--- src/rtl/vend_pkg.sv ---
// Shared definitions for the vending change controller: FSM state encoding,
// coin denominations and the product price table.
// No ports; imported by vend_change_ctrl and change_coin_sel.
package vend_pkg;

   typedef enum logic [2:0] {
      IDLE,
      CHECK,
      DISPENSE,
      CHANGE,
      DONE
   } state_t;

   localparam int COIN_1  = 1;
   localparam int COIN_2  = 2;
   localparam int COIN_5  = 5;
   localparam int COIN_10 = 10;

   // Price in NIS for each of the four product slots.
   function automatic int unsigned price_of(input logic [1:0] s);
      int unsigned p;
      case (s)
         2'd0:    p = 5;
         2'd1:    p = 10;
         2'd2:    p = 15;
         default: p = 20;
      endcase
      return p;
   endfunction

endpackage

--- src/rtl/change_coin_sel.sv ---
// Greedy change picker: largest denomination not exceeding the remaining change.
// Purely combinational (zero latency); no flow control.
// Ports: remain (in, TOTAL_W) remaining change; coin (out, COIN_W) coin to emit.
module change_coin_sel
   import vend_pkg::*;
#(
   parameter int TOTAL_W = 5,
   parameter int COIN_W  = 4
) (
   input  logic [TOTAL_W-1:0] remain,
   output logic [COIN_W-1:0]  coin
);

   // Falls through to the 1 NIS coin; the caller only consults this while
   // remain is non-zero, so a 1 coin never overshoots.
   always_comb begin
      coin = COIN_W'(COIN_1);
      if (remain >= TOTAL_W'(COIN_10)) begin
         coin = COIN_W'(COIN_10);
      end else if (remain >= TOTAL_W'(COIN_5)) begin
         coin = COIN_W'(COIN_5);
      end else if (remain >= TOTAL_W'(COIN_2)) begin
         coin = COIN_W'(COIN_2);
      end
   end

endmodule

--- src/rtl/vend_change_ctrl.sv ---
// Vending controller: price check, product release, greedy change payout, credit clear.
// Latency: selection sampled at E0 -> vend after E1 -> first change coin after E2.
// No backpressure: one coin per cycle; all inputs ignored while busy.
// Ports: clk, rst (async, active high); total/sel_valid/sel/cancel from the
// coin accumulator and keypad; busy, vend, vend_item, insufficient,
// change_valid, change_coin, clear_credit decoded from registered state only.
module vend_change_ctrl
   import vend_pkg::*;
#(
   parameter int TOTAL_W = 5,
   parameter int COIN_W  = 4
) (
   input  logic               clk,
   input  logic               rst,
   input  logic [TOTAL_W-1:0] total,
   input  logic               sel_valid,
   input  logic [1:0]         sel,
   input  logic               cancel,
   output logic               busy,
   output logic               vend,
   output logic [1:0]         vend_item,
   output logic               insufficient,
   output logic               change_valid,
   output logic [COIN_W-1:0]  change_coin,
   output logic               clear_credit
);

   state_t             state;
   state_t             state_nxt;
   logic [TOTAL_W-1:0] credit;
   logic [TOTAL_W-1:0] remain;
   logic [TOTAL_W-1:0] price;
   logic [1:0]         item;
   logic [COIN_W-1:0]  coin;
   logic [TOTAL_W-1:0] coin_w;
   logic [TOTAL_W-1:0] diff;

   change_coin_sel #(
      .TOTAL_W (TOTAL_W),
      .COIN_W  (COIN_W)
   ) u_pick (
      .remain (remain),
      .coin   (coin)
   );

   assign coin_w = TOTAL_W'(coin);
   // Only consumed in DISPENSE, which is reachable only when credit >= price.
   assign diff   = credit - price;

   always_ff @(posedge clk or posedge rst) begin
      if (rst) begin
         state <= IDLE;
      end else begin
         state <= state_nxt;
      end
   end

   always_comb begin
      state_nxt = state;
      case (state)
         IDLE: begin
            // Refund takes priority over a simultaneous selection.
            if (cancel) begin
               state_nxt = (total == '0) ? DONE : CHANGE;
            end else if (sel_valid) begin
               state_nxt = CHECK;
            end
         end
         CHECK:    state_nxt = (credit >= price) ? DISPENSE : IDLE;
         DISPENSE: state_nxt = (diff != '0) ? CHANGE : DONE;
         // The coin being emitted now is the last one when it empties remain.
         CHANGE:   if (remain == coin_w) state_nxt = DONE;
         DONE:     state_nxt = IDLE;
         default:  state_nxt = IDLE;
      endcase
   end

   always_ff @(posedge clk or posedge rst) begin
      if (rst) begin
         credit <= '0;
         remain <= '0;
         price  <= '0;
         item   <= '0;
      end else begin
         case (state)
            IDLE: begin
               if (cancel) begin
                  credit <= total;
                  remain <= total;
               end else if (sel_valid) begin
                  credit <= total;
                  price  <= TOTAL_W'(price_of(sel));
                  item   <= sel;
               end
            end
            DISPENSE: remain <= diff;
            CHANGE:   remain <= remain - coin_w;
            default: ;
         endcase
      end
   end

   assign busy         = (state != IDLE);
   assign vend         = (state == DISPENSE);
   assign vend_item    = vend ? item : 2'b00;
   assign insufficient = (state == CHECK) && (credit < price);
   assign change_valid = (state == CHANGE);
   assign change_coin  = change_valid ? coin : '0;
   assign clear_credit = (state == DONE);

endmodule

--- config.mk ---
export PLATFORM = sky130hd
export DESIGN_NAME = vend_change_ctrl
export DESIGN_NICKNAME = d
export VERILOG_FILES = /design/src/rtl/vend_pkg.sv /design/src/rtl/change_coin_sel.sv /design/src/rtl/vend_change_ctrl.sv
export SDC_FILE = /design/constraint.sdc
export NUM_CORES = 1
export LEC_CHECK = 0
export ABC_AREA = 1
export CAP_MARGIN = 5
export CORE_UTILIZATION = 50
export DETAILED_ROUTE_END_ITERATION = 12
export PLACE_DENSITY = 0.82
export RECOVER_POWER = 50
export SKIP_CTS_REPAIR_TIMING = 1
export SLEW_MARGIN = 20
export SYNTH_ARGS = -nofsm -noshare
export SYNTH_HDL_FRONTEND = slang
export SYNTH_SLANG_ARGS = --single-unit
export TNS_END_PERCENT = 30
--- constraint.sdc ---
create_clock -name clk -period 5.23 [get_ports clk]
set_input_delay 1.569 -clock clk [delete_from_list [all_inputs] [get_ports clk]]
set_output_delay 1.569 -clock clk [all_outputs]
set_load 0.02 [all_outputs]
==> load_flow_metrics.sql <==
INSERT INTO impl_metrics (metric_group, metric, value, unit) VALUES
('pwr', 'clockPowerShare', '0.065', ''),
('worst_setup_path', 'crit_path_end_kind', 'primary output', ''),
('floorplan', 'placeable_area', '2780', 'µm²'),
('synthesis', 'synth_top_area_frac', '0.323', ''),
('clock_tree', 'clkSlewWorstSetupHoldPaths', '120', 'ps'),
('timing', 'tcrit_tclk_final', '0.729', ''),
('global_route', 'grt_first_pass_wirelength', '5600', 'µm'),
('pwr', 'max-vdd-ir-drop', '0.496', 'mV'),
('worst_setup_path', 'reg2reg_depth', '12', ''),
('job', 'count_of_maximum_capacitance_violations', '0', ''),
('worst_setup_path', 'worst_r2r_startpoint', 'remain[1]', ''),
('timing', 'worst_slew_pin_slew', '835', 'ps'),
('timing', 'period_needed', '3810', 'ps'),
('timing', 'timing.slew.headroom', '0.439', ''),
('global_route', 'antenna_violations_before_repair', '0', ''),
('clock_tree', 'clk_path_buf_depth', '2', ''),
('placed_design', 'io_buffer_count', '21', ''),
('global_route', 'first_global_vias', '1328', ''),
('synthesis', 'largest_area_contributor_in_the_netlist', 'sky130_fd_sc_hd__dfrtp_1', ''),
('finish', 'drive_above_1_share', '0.0708', ''),
('timing', 'final_hold_viol_count', '0', ''),
('run_status', 'run_status', 'completed', ''),
('pwr', 'internal_power', '0.590', 'mW'),
('synthesis', 'yosysUniqueCellTypes', '28', ''),
('worst_setup_path', 'setup.reg_to_reg.worst_slack', '3090', 'ps'),
('route', 'firstDrtPassIters', '4', ''),
('synthesis', 'dominantRegCellSynth', 'sky130_fd_sc_hd__dfrtp_1', ''),
('worst_hold_path', 'min_from', 'price[2]', ''),
('worst_setup_path', 'worstPathBufferInverterCount', '1', ''),
('synthesis', 'top_post_synthesis_cells_by_area', 'sky130_fd_sc_hd__dfrtp_1 (32%), sky130_fd_sc_hd__ha_1 (11%), sky130_fd_sc_hd__nand2_1 (11%)', ''),
('route', 'drt_first_iter_violations', '49', ''),
('synthesis', 'ys.warnings.count', '0', ''),
('finish', 'final.fill_count', '272', ''),
('worst_setup_path', 'path_class', 'register to primary output', ''),
('worst_setup_path', 'required_time_of_the_critical_path', '3660', 'ps'),
('worst_setup_path', 'critical_path.slowest_cell', 'sky130_fd_sc_hd__clkdlybuf4s50_1', ''),
('clock_tree', 'tritoncts.num_buffers', '3', ''),
('synthesis', 'number_of_nets_produced_by_synthesis', '227', ''),
('worst_hold_path', 'hold_end', 'price[2]', ''),
('finish', 'diodes', '0', ''),
('timing', 'finalSetupTns', '0', 'ps'),
('synthesis', 'postSynthCellCount', '201', ''),
('finish', 'stdcell_count', '257', ''),
('worst_setup_path', 'regToRegEndpoint', 'remain[4]', ''),
('route', 'post_drt_wl_per_cell', '12.6', 'µm'),
('floorplan', 'dieHeight', '56.3', 'µm'),
('route', 'vias_per_cell', '5.42', ''),
('worst_setup_path', 'startpoint_type', 'register', ''),
('worst_setup_path', 'critPathTopFamily', 'buffers and inverters', ''),
('pwr', 'p_leak', '0.886', 'nW'),
('finish', 'seqCellArea', '475', 'µm²'),
('pwr', 'power.combinational.fraction', '0.710', ''),
('timing', 'report.final.setup_viol', '0', ''),
('synthesis', 'postSynth.asyncResetShare', '1.00', ''),
('clock_tree', 'clock_sink_count', '19', ''),
('placed_design', 'dpl.cell_count', '253', ''),
('pwr', 'swShare', '0.517', ''),
('floorplan', 'design.die.area', '3170', 'µm²'),
('placed_design', 'hpwlAfterDp', '2650', 'µm'),
('floorplan', 'die_x', '56.3', 'µm'),
('placed_design', 'routabilityCongestion', '0.870', ''),
('route', 'routed-via-count', '1393', ''),
('timing', 'slew_violations', '0', ''),
('worst_setup_path', 'critPathMaxFanout', '6', ''),
('pwr', 'p_seq_frac', '0.225', ''),
('finish', 'multiInputGateArea', '837', 'µm²'),
('synthesis', 'synth_edf_count', '0', ''),
('worst_setup_path', 'worst_path_largest_cell_delay', '600', 'ps'),
('finish', 'syn2layout_area_growth', '18.0', '%'),
('worst_hold_path', 'hold_path_class', 'register to register', ''),
('route', 'route.antenna.remaining_nets', '0', '');
-- flip-flops by register name (all words and copies together), names as in the netlist --
register  flops
price         4
credit        5
state         3
item          2
remain        5
-- worst reg2reg max path: cells and delay by family (launching register included) --
kind	cells	cell delay (ps)
compound gates	3	510
fa+ha+maj	2	570
buf+inv	2	150
flops	1	440
simple gates	5	370
-- area by class of cell --
cell class,instances,share of cell area
inverters,39,0.0842
clock buffers,3,0.0130
clock inverters,1,0.00432
well taps,31,0.0223
flip-flops and latches,19,0.274
multi-input cells,143,0.482
repair buffers,21,0.121
-- per-layer routing --
layer / vias up / wire length (µm) / track usage
met2: 38 / 1610 / 0.400
met1: 645 / 1440 / 0.298
met4: 0 / 36 / 0.0627
li1: 706 / - / -
met3: 4 / 153 / 0.0276
met5: - / 0 / 0
-- kinds of logic after synthesis --
kind of cell / count (synthesis) / share of synthesized area
buffers and inverters: 39 / 0.0994
AO/OA/AOI/OAI: 35 / 0.134
adder cells (fa/ha/maj): 15 / 0.138
flip-flops: 19 / 0.323
AND/OR/NAND/NOR: 91 / 0.292
multiplexers: 1 / 0.00765
XOR/XNOR: 1 / 0.00595
-- cell usage in the layout (no fill, tap or decap) --
master | Yosys | layout
sky130_fd_sc_hd__dlygate4sd3_1 | 0 | 3
sky130_fd_sc_hd__o21ai_2 | 2 | 2
sky130_fd_sc_hd__clkbuf_4 | 0 | 3
sky130_fd_sc_hd__a41oi_1 | 1 | 1
sky130_fd_sc_hd__xnor2_1 | 1 | 1
sky130_fd_sc_hd__nand3_1 | 16 | 16
sky130_fd_sc_hd__o21ai_0 | 20 | 20
sky130_fd_sc_hd__inv_1 | 35 | 35
sky130_fd_sc_hd__a21oi_1 | 7 | 7
sky130_fd_sc_hd__o21a_1 | 2 | 2
sky130_fd_sc_hd__nor3_1 | 3 | 4
sky130_fd_sc_hd__nand2_1 | 43 | 44
sky130_fd_sc_hd__or2_2 | 2 | 2
sky130_fd_sc_hd__nor2_4 | 1 | 1
sky130_fd_sc_hd__o2111ai_1 | 1 | 1
sky130_fd_sc_hd__mux2_2 | 1 | 1
sky130_fd_sc_hd__nor2_1 | 16 | 16
sky130_fd_sc_hd__or2_1 | 1 | 1
sky130_fd_sc_hd__dfrtp_1 | 19 | 19
sky130_fd_sc_hd__nand3b_1 | 1 | 1
sky130_fd_sc_hd__inv_2 | 4 | 4
sky130_fd_sc_hd__ha_1 | 13 | 13
sky130_fd_sc_hd__o22ai_1 | 2 | 2
sky130_fd_sc_hd__clkdlybuf4s50_1 | 0 | 18
sky130_fd_sc_hd__clkinvlp_4 | 0 | 1
sky130_fd_sc_hd__fa_1 | 2 | 2
sky130_fd_sc_hd__nand2_4 | 1 | 1
sky130_fd_sc_hd__nand3_4 | 1 | 1
sky130_fd_sc_hd__and3_1 | 1 | 1
sky130_fd_sc_hd__nand4_1 | 3 | 3
-- per-stage QoR --
stage | utilization | instance area, µm² | power (mW) | worst slack (ps) | hold slack, ps
floorplan | - | 1470 | 0.914 | 2350 | 453
finish | 0.625 | 1740 | 1.22 | 1420 | 502
global placement | 0.619 | 1720 | 1.11 | 1820 | 471
CTS | 0.630 | 1750 | 1.23 | 1420 | 506
detailed placement | 0.619 | 1720 | 1.14 | 1790 | 476
global route | 0.625 | 1740 | 1.36 | 1270 | 536
-- power by group through the flow --
stage / Sequential [mW] / Combinational, mW / Clock, mW
3_5_place_dp: 0.279 / 0.863 / 0
3_3_place_gp: 0.276 / 0.834 / 0
4_1_cts: 0.275 / 0.872 / 0.0820
2_1_floorplan: 0.265 / 0.648 / 0
6_report: 0.275 / 0.867 / 0.0797
5_1_grt: 0.283 / 0.992 / 0.0887
-- worst max-delay path by stage --
stage | cells past startpoint | slack [ps] | startpoint | endpoint
2_1_floorplan | 4 | 2350 | credit[2] | insufficient
3_3_place_gp | 5 | 1820 | credit[2] | insufficient
3_5_place_dp | 5 | 1790 | credit[2] | insufficient
4_1_cts | 5 | 1420 | credit[2] | insufficient
5_1_grt | 5 | 1270 | credit[2] | insufficient
6_report | 5 | 1420 | credit[2] | insufficient
Note: power is estimated with default switching activity, not from simulation.
==> variant 1 (config.mk and constraints unchanged) <==
Put a register stage on the output `clear_credit`, with the module's reset. The value now appears one clock later. The other outputs are not delayed to match. Comments in the files are not updated.
--- a/src/rtl/vend_change_ctrl.sv
+++ b/src/rtl/vend_change_ctrl.sv
@@ -106,7 +106,13 @@
    assign insufficient = (state == CHECK) && (credit < price);
    assign change_valid = (state == CHANGE);
    assign change_coin  = change_valid ? coin : '0;
-   assign clear_credit = (state == DONE);
+   always_ff @(posedge clk or posedge rst) begin
+      if (rst) begin
+         clear_credit <= '0;
+      end else begin
+         clear_credit <= (state == DONE);
+      end
+   end
 
 endmodule
 
Check against the original RTL: not equivalent (Yosys sat finds a counterexample within 4 cycles, from zero or initial values and one cycle with rst high).
==> variant 1 against the unedited design <==
Wire length is 4.9% higher; sequential cell count is 1 higher; design area increased by 2.7%; worst setup slack improved by 0.091 ns; worst hold slack worse by 0.0066 ns; clock skew shrank 0.0046 ns; count of clock-buffer cells in the layout did not move; area after synthesis up 1.4%; power grew 12%; sequential share of layout area grew 0.69 points; largest cell class unchanged; first-iteration DRC count grew 37%; largest power group unchanged; cell count decreased by 0.39%.
==> variant 1: results (changes against the unedited design) <==
r2r_cells: 10  # was 12
worstSkewPairLatency_ns: 0.32
synth_nets: 226  # was 227
ir_worst_vdd_mv: 0.455  # was 0.496 mV
reg_top3: "credit: 5 flops, remain: 5 flops, price: 4 flops"  # unchanged
cts.root.buffer_cell: "clkbuf_4"  # unchanged
skew_ns: 0.00286  # was 0.00745 ns
cts.htree.levels: 1  # unchanged
synth_cell_type_count: 26  # was 28
gp_congestion: 0.940  # was 0.870
synth_common_cells: "nand2_1 (47), inv_1 (33), dfrtp_1 (20), o21ai_0 (19), nand3_1 (14)"  # was nand2_1 (43), inv_1 (35), o21ai_0 (20), dfrtp_1 (19)
drv_slew: 0  # unchanged
drive_gt1_share_pct: 6.67  # was 7.08%
drt_first_pass_iters: 4  # unchanged
postSynth.asyncResetShare_pct: 100  # unchanged
grt_pass1_wl_um: 5710  # was 5600 um
via_per_inst: 5.39  # was 5.42
avgSynthCellArea_um2: 7.47  # was 7.33 um2
portBuffers: 21  # unchanged
hold_path.class: "reg -> reg"  # unchanged
nFillCells: 248  # was 272
reg2reg_to: "state[2]"  # was remain[4]
grt_max_degree: 21  # was 20
worst_pin_slew_ns: 0.934  # was 0.835 ns
critPathMaxFanout: 5  # was 6
cp_slowest_cell: "clkdlybuf4s50_1"  # unchanged
hold_depth: 2  # unchanged
max_stage_delay_ns: 0.53  # was 0.60 ns
r2r_start: "remain[4]"  # was remain[1]
drt_wl_total_um: 3400  # was 3240 um
arrival_ns: 2.15  # was 2.24 ns
yosys-top-cells-area: "dfrtp_1 (34%), nand2_1 (12%), ha_1 (11%)"  # was dfrtp_1 (32%), ha_1 (11%), nand2_1 (11%)
dp_hpwl_um: 2730  # was 2650 um
r2r_slack_ns: 2.99  # was 3.09 ns
p_sw_share_pct: 50.3  # was 51.7%
leakagePower_nw: 0.885  # was 0.886 nW
dp_slack_ns: 1.86  # was 1.79 ns
wire_per_inst_um: 13.3  # was 12.6 um
grt-ovfl-total: 0  # unchanged
clockBufferDepth: 2  # unchanged
grt_pass1_vias: 1316  # was 1328
holdCritStartpoint: "price[0]"  # was price[2]
grt_usage_pct: 23.3  # was 22.8%
antenna_found_initial: 0  # unchanged
outcome: "finished clean"  # unchanged
numCtsBuffers: 3  # unchanged
yosysSeqAreaShare_pct: 33.5  # was 32.3%
drt_iter0_drc: 67  # was 49
ys_warn_count: 0  # unchanged
diodes: 0  # unchanged
dp_cells: 252  # was 253
hold-path-endpoint: "price[0]"  # was price[2]
place_area_um2: 1740  # was 1720 um2
path_delay_family: "buffers and inverters"  # unchanged
variant 1: cell families (layout without fill, tap and decap cells):
| family | count (synthesis) | count (layout) | share of synthesized area [%] |
|---|---|---|---|
| simple gates | 89 | 89 | 28.2 |
| xor+xnor | 1 | 1 | 0.586 |
| buf+inv | 36 | 61 | 9.05 |
| compound gates | 37 | 37 | 13.6 |
| mux | 2 | 2 | 1.51 |
| flops | 20 | 20 | 33.5 |
| fa+ha+maj | 15 | 15 | 13.6 |
variant 1: routing by layer:
metal / GRT usage (%) / share of wire [%] / wire (um) / up-vias
met1: 32.9 / 49 / 1680 / 634
li1: - / - / - / 706
met4: 7.50 / 1.6 / 53 / 0
met5: 0 / 0 / 0 / -
met3: 2.76 / 4.0 / 137 / 7
met2: 37.4 / 45 / 1530 / 34
variant 1: layout make-up:
cell class / count / area, um2 / share of cell area [%]
Tap cell: 31 / 38.8 / 2.17
Clock inverter: 1 / 30.0 / 1.68
Timing Repair Buffer: 21 / 210 / 11.8
Multi-Input combinational cell: 144 / 847 / 47.5
Inverter: 36 / 135 / 7.57
Sequential cell: 20 / 500 / 28.1
Clock buffer: 3 / 22.5 / 1.26
variant 1: worst max path at each step:
stage,start,end,slack (ns),depth (start not counted)
after floorplan,state[2],vend_item[0],2.39,5
after global placement,credit[2],insufficient,1.92,5
after detailed placement,price[3],insufficient,1.86,7
after CTS,price[3],insufficient,1.50,7
after global routing,price[3],insufficient,1.38,7
final,price[3],insufficient,1.51,7
variant 1: stage by stage:
stage | total power, mW | hold slack (ns)
global route | 1.49 | 0.529
CTS | 1.37 | 0.500
detailed placement | 1.23 | 0.471
floorplan | 0.977 | 0.445
global placement | 1.21 | 0.466
finish | 1.37 | 0.495
variant 1: power groups by stage:
stage / clock network (mW) / logic, mW / registers [mW]
final: 0.132 / 0.938 / 0.296
after global routing: 0.138 / 1.05 / 0.304
after CTS: 0.132 / 0.938 / 0.296
after detailed placement: 0 / 0.927 / 0.300
after global placement: 0 / 0.911 / 0.296
after floorplan: 0 / 0.690 / 0.286
variant 1: worst reg2reg max path: stages (launching register included):
cell and delay, ns:
dfrtp_1 0.42, inv_1 0.13, o2111ai_1 0.19, o21ai_0 0.13, inv_1 0.09, ha_1 0.36, nand4_1 0.10, o21ai_0 0.37
o21a_1 0.22, nand2_1 0.06, a21oi_1 0.12
==> variant 2 (config.mk and constraints unchanged) <==
Without the edit above. `TOTAL_W` is set to 5 in 2 places; all go to 6.
--- a/src/rtl/change_coin_sel.sv
+++ b/src/rtl/change_coin_sel.sv
@@ -4,7 +4,7 @@
 module change_coin_sel
    import vend_pkg::*;
 #(
-   parameter int TOTAL_W = 5,
+   parameter int TOTAL_W = 6,
    parameter int COIN_W  = 4
 ) (
    input  logic [TOTAL_W-1:0] remain,
--- a/src/rtl/vend_change_ctrl.sv
+++ b/src/rtl/vend_change_ctrl.sv
@@ -7,7 +7,7 @@
 module vend_change_ctrl
    import vend_pkg::*;
 #(
-   parameter int TOTAL_W = 5,
+   parameter int TOTAL_W = 6,
    parameter int COIN_W  = 4
 ) (
    input  logic               clk,
Interface: changed (resized total); port bits go from 22 to 23. No check against the original RTL was run, so the function may have changed too.
==> variant 2 against the unedited design <==
Clock skew about the same; worst hold slack got worse by 0.0053 ns; sequential share of layout area increased by 0.18 points; power increased by 5.9%; die area increased by 9.5%; utilization about the same; worst setup slack got worse by 0.17 ns; wire length increased by 7.1%; design area increased by 9.8%; cell count increased by 16%; sequential cell count increased by 2; critical path type unchanged; largest cell class unchanged; area after synthesis increased by 9.9%.
==> variant 2: results (changes against the unedited design) <==
worstSkewPairLatency_ns: 0.30
synth_nets: 254  # was 227
synth_flop_cell: "dfrtp_1"  # unchanged
arrival_ns: 2.41  # was 2.24 ns
holdCritStartpoint: "price[2]"  # unchanged
synth_cell_type_count: 26  # was 28
portBuffers: 22  # was 21
leakagePower_nw: 0.964  # was 0.886 nW
clk_pin_slew_ns: 0.11
ys_warn_count: 0  # unchanged
place_area_um2: 1890  # was 1720 um2
dp_hpwl_um: 2860  # was 2650 um
hold_path.class: "reg -> reg"  # unchanged
r2r_start: "remain[1]"  # unchanged
fin_tns_setup_ns: 0  # unchanged
outcome: "finished clean"  # unchanged
ir_worst_vdd_mv: 0.277  # was 0.496 mV
drt_iter0_drc: 56  # was 49
critPathMaxFanout: 6  # unchanged
drt_wl_total_um: 3470  # was 3240 um
drive_gt1_share_pct: 5.93  # was 7.08%
grt_usage_pct: 22.5  # was 22.8%
yosysSeqAreaShare_pct: 32.5  # was 32.3%
startpoint: "price[3]"  # was credit[2]
grt_pass1_wl_um: 5870  # was 5600 um
dp_cells: 293  # was 253
gp_congestion: 0.853  # was 0.870
fin_nets: 281  # was 253
clockBufferDepth: 2  # unchanged
diodes: 0  # unchanged
numCtsBuffers: 3  # unchanged
antenna_found_initial: 0  # unchanged
drt_first_pass_iters: 4  # unchanged
grt_pass1_vias: 1431  # was 1328
stdcell_count: 297  # was 257
vias: 1515  # was 1393
skew_ns: 0.00792  # was 0.00745 ns
synth_common_cells: "nand2_1 (51), inv_1 (40), dfrtp_1 (21), nand3_1 (21), nor2_1 (21)"  # was nand2_1 (43), inv_1 (35), o21ai_0 (20), dfrtp_1 (19)
cts.htree.levels: 1  # unchanged
yosys-top-cells-area: "dfrtp_1 (32%), nand2_1 (12%), ha_1 (10%)"  # was dfrtp_1 (32%), ha_1 (11%), nand2_1 (11%)
grt_max_degree: 22  # was 20
cts.root.buffer_cell: "clkbuf_4"  # unchanged
dp_slack_ns: 1.60  # was 1.79 ns
postSynth.asyncResetShare_pct: 100  # unchanged
netlist_instances: 227  # was 201
reg_top3: "credit: 6 flops, remain: 6 flops, price: 4 flops"  # was credit: 5 flops, remain: 5 flops, price: 4 flops
worst_pin_slew_ns: 0.790  # was 0.835 ns
## variant 2: changes by cell type in the layout (fill, tap and decap cells not counted), moves of 3 or more
cell     before  now
nand2_1      44   51
a21oi_1       7   10
nand3_1      16   21
inv_1        35   40
nor2_1       16   21
## variant 2: area by class of cell
type / instances / area [um2]
well taps: 44 / 55.1
repair buffers: 22 / 220
clock buffers: 4 / 26.3
flip-flops and latches: 21 / 526
fillers: 295 / 1140
multi-input cells: 163 / 920
inverters: 43 / 161
## variant 2: worst paths after layout
kind | cells after the start | slack [ns] | endpoint
hold reg to reg | 2 | 0.50 | price[2]
max in group asynchronous | 2 | 2.90 | remain[1]
setup reg to reg | 15 | 2.71 | remain[4]
min in group asynchronous | 2 | 1.83 | state[1]
hold / removal | 2 | 0.50 | price[2]
setup / recovery | 7 | 1.25 | insufficient
## variant 2: metal layers
| layer | global-route usage [%] | vias up | part of all wire, % |
|---|---|---|---|
| met5 | 0 | - | 0 |
| met4 | 8.84 | 0 | 1.8 |
| met3 | 2.64 | 8 | 4.6 |
| met2 | 39.0 | 39 | 49 |
| met1 | 28.6 | 680 | 44 |
| li1 | - | 788 | - |
## variant 2: cells by family after synthesis
group	after synthesis	synth area share (%)
buffers and inverters	43	9.98
AOI/OAI and AO/OA	37	12.5
muxes	2	1.39
adders and majority gates	15	12.5
DFF	21	32.5
and+or+nand+nor	109	31.2
## variant 2: where the power goes
group | switching [mW] | total [mW] | leakage, nW | internal, mW
Sequential | 0.0710 | 0.315 | 0.254 | 0.244
Combinational | 0.548 | 0.902 | 0.695 | 0.354
Clock | 0.0474 | 0.0771 | 0.0150 | 0.0297
Total | 0.667 | 1.29 | 0.964 | 0.627
## variant 2: critical path, cell delays in order, from the launching register on
cell and delay [ns]:
dfrtp_1 0.41, inv_1 0.10, ha_1 0.35, a21oi_1 0.24, or2_2 0.16, nand3_1 0.07
nor3_1 0.16, clkdlybuf4s50_1 0.63
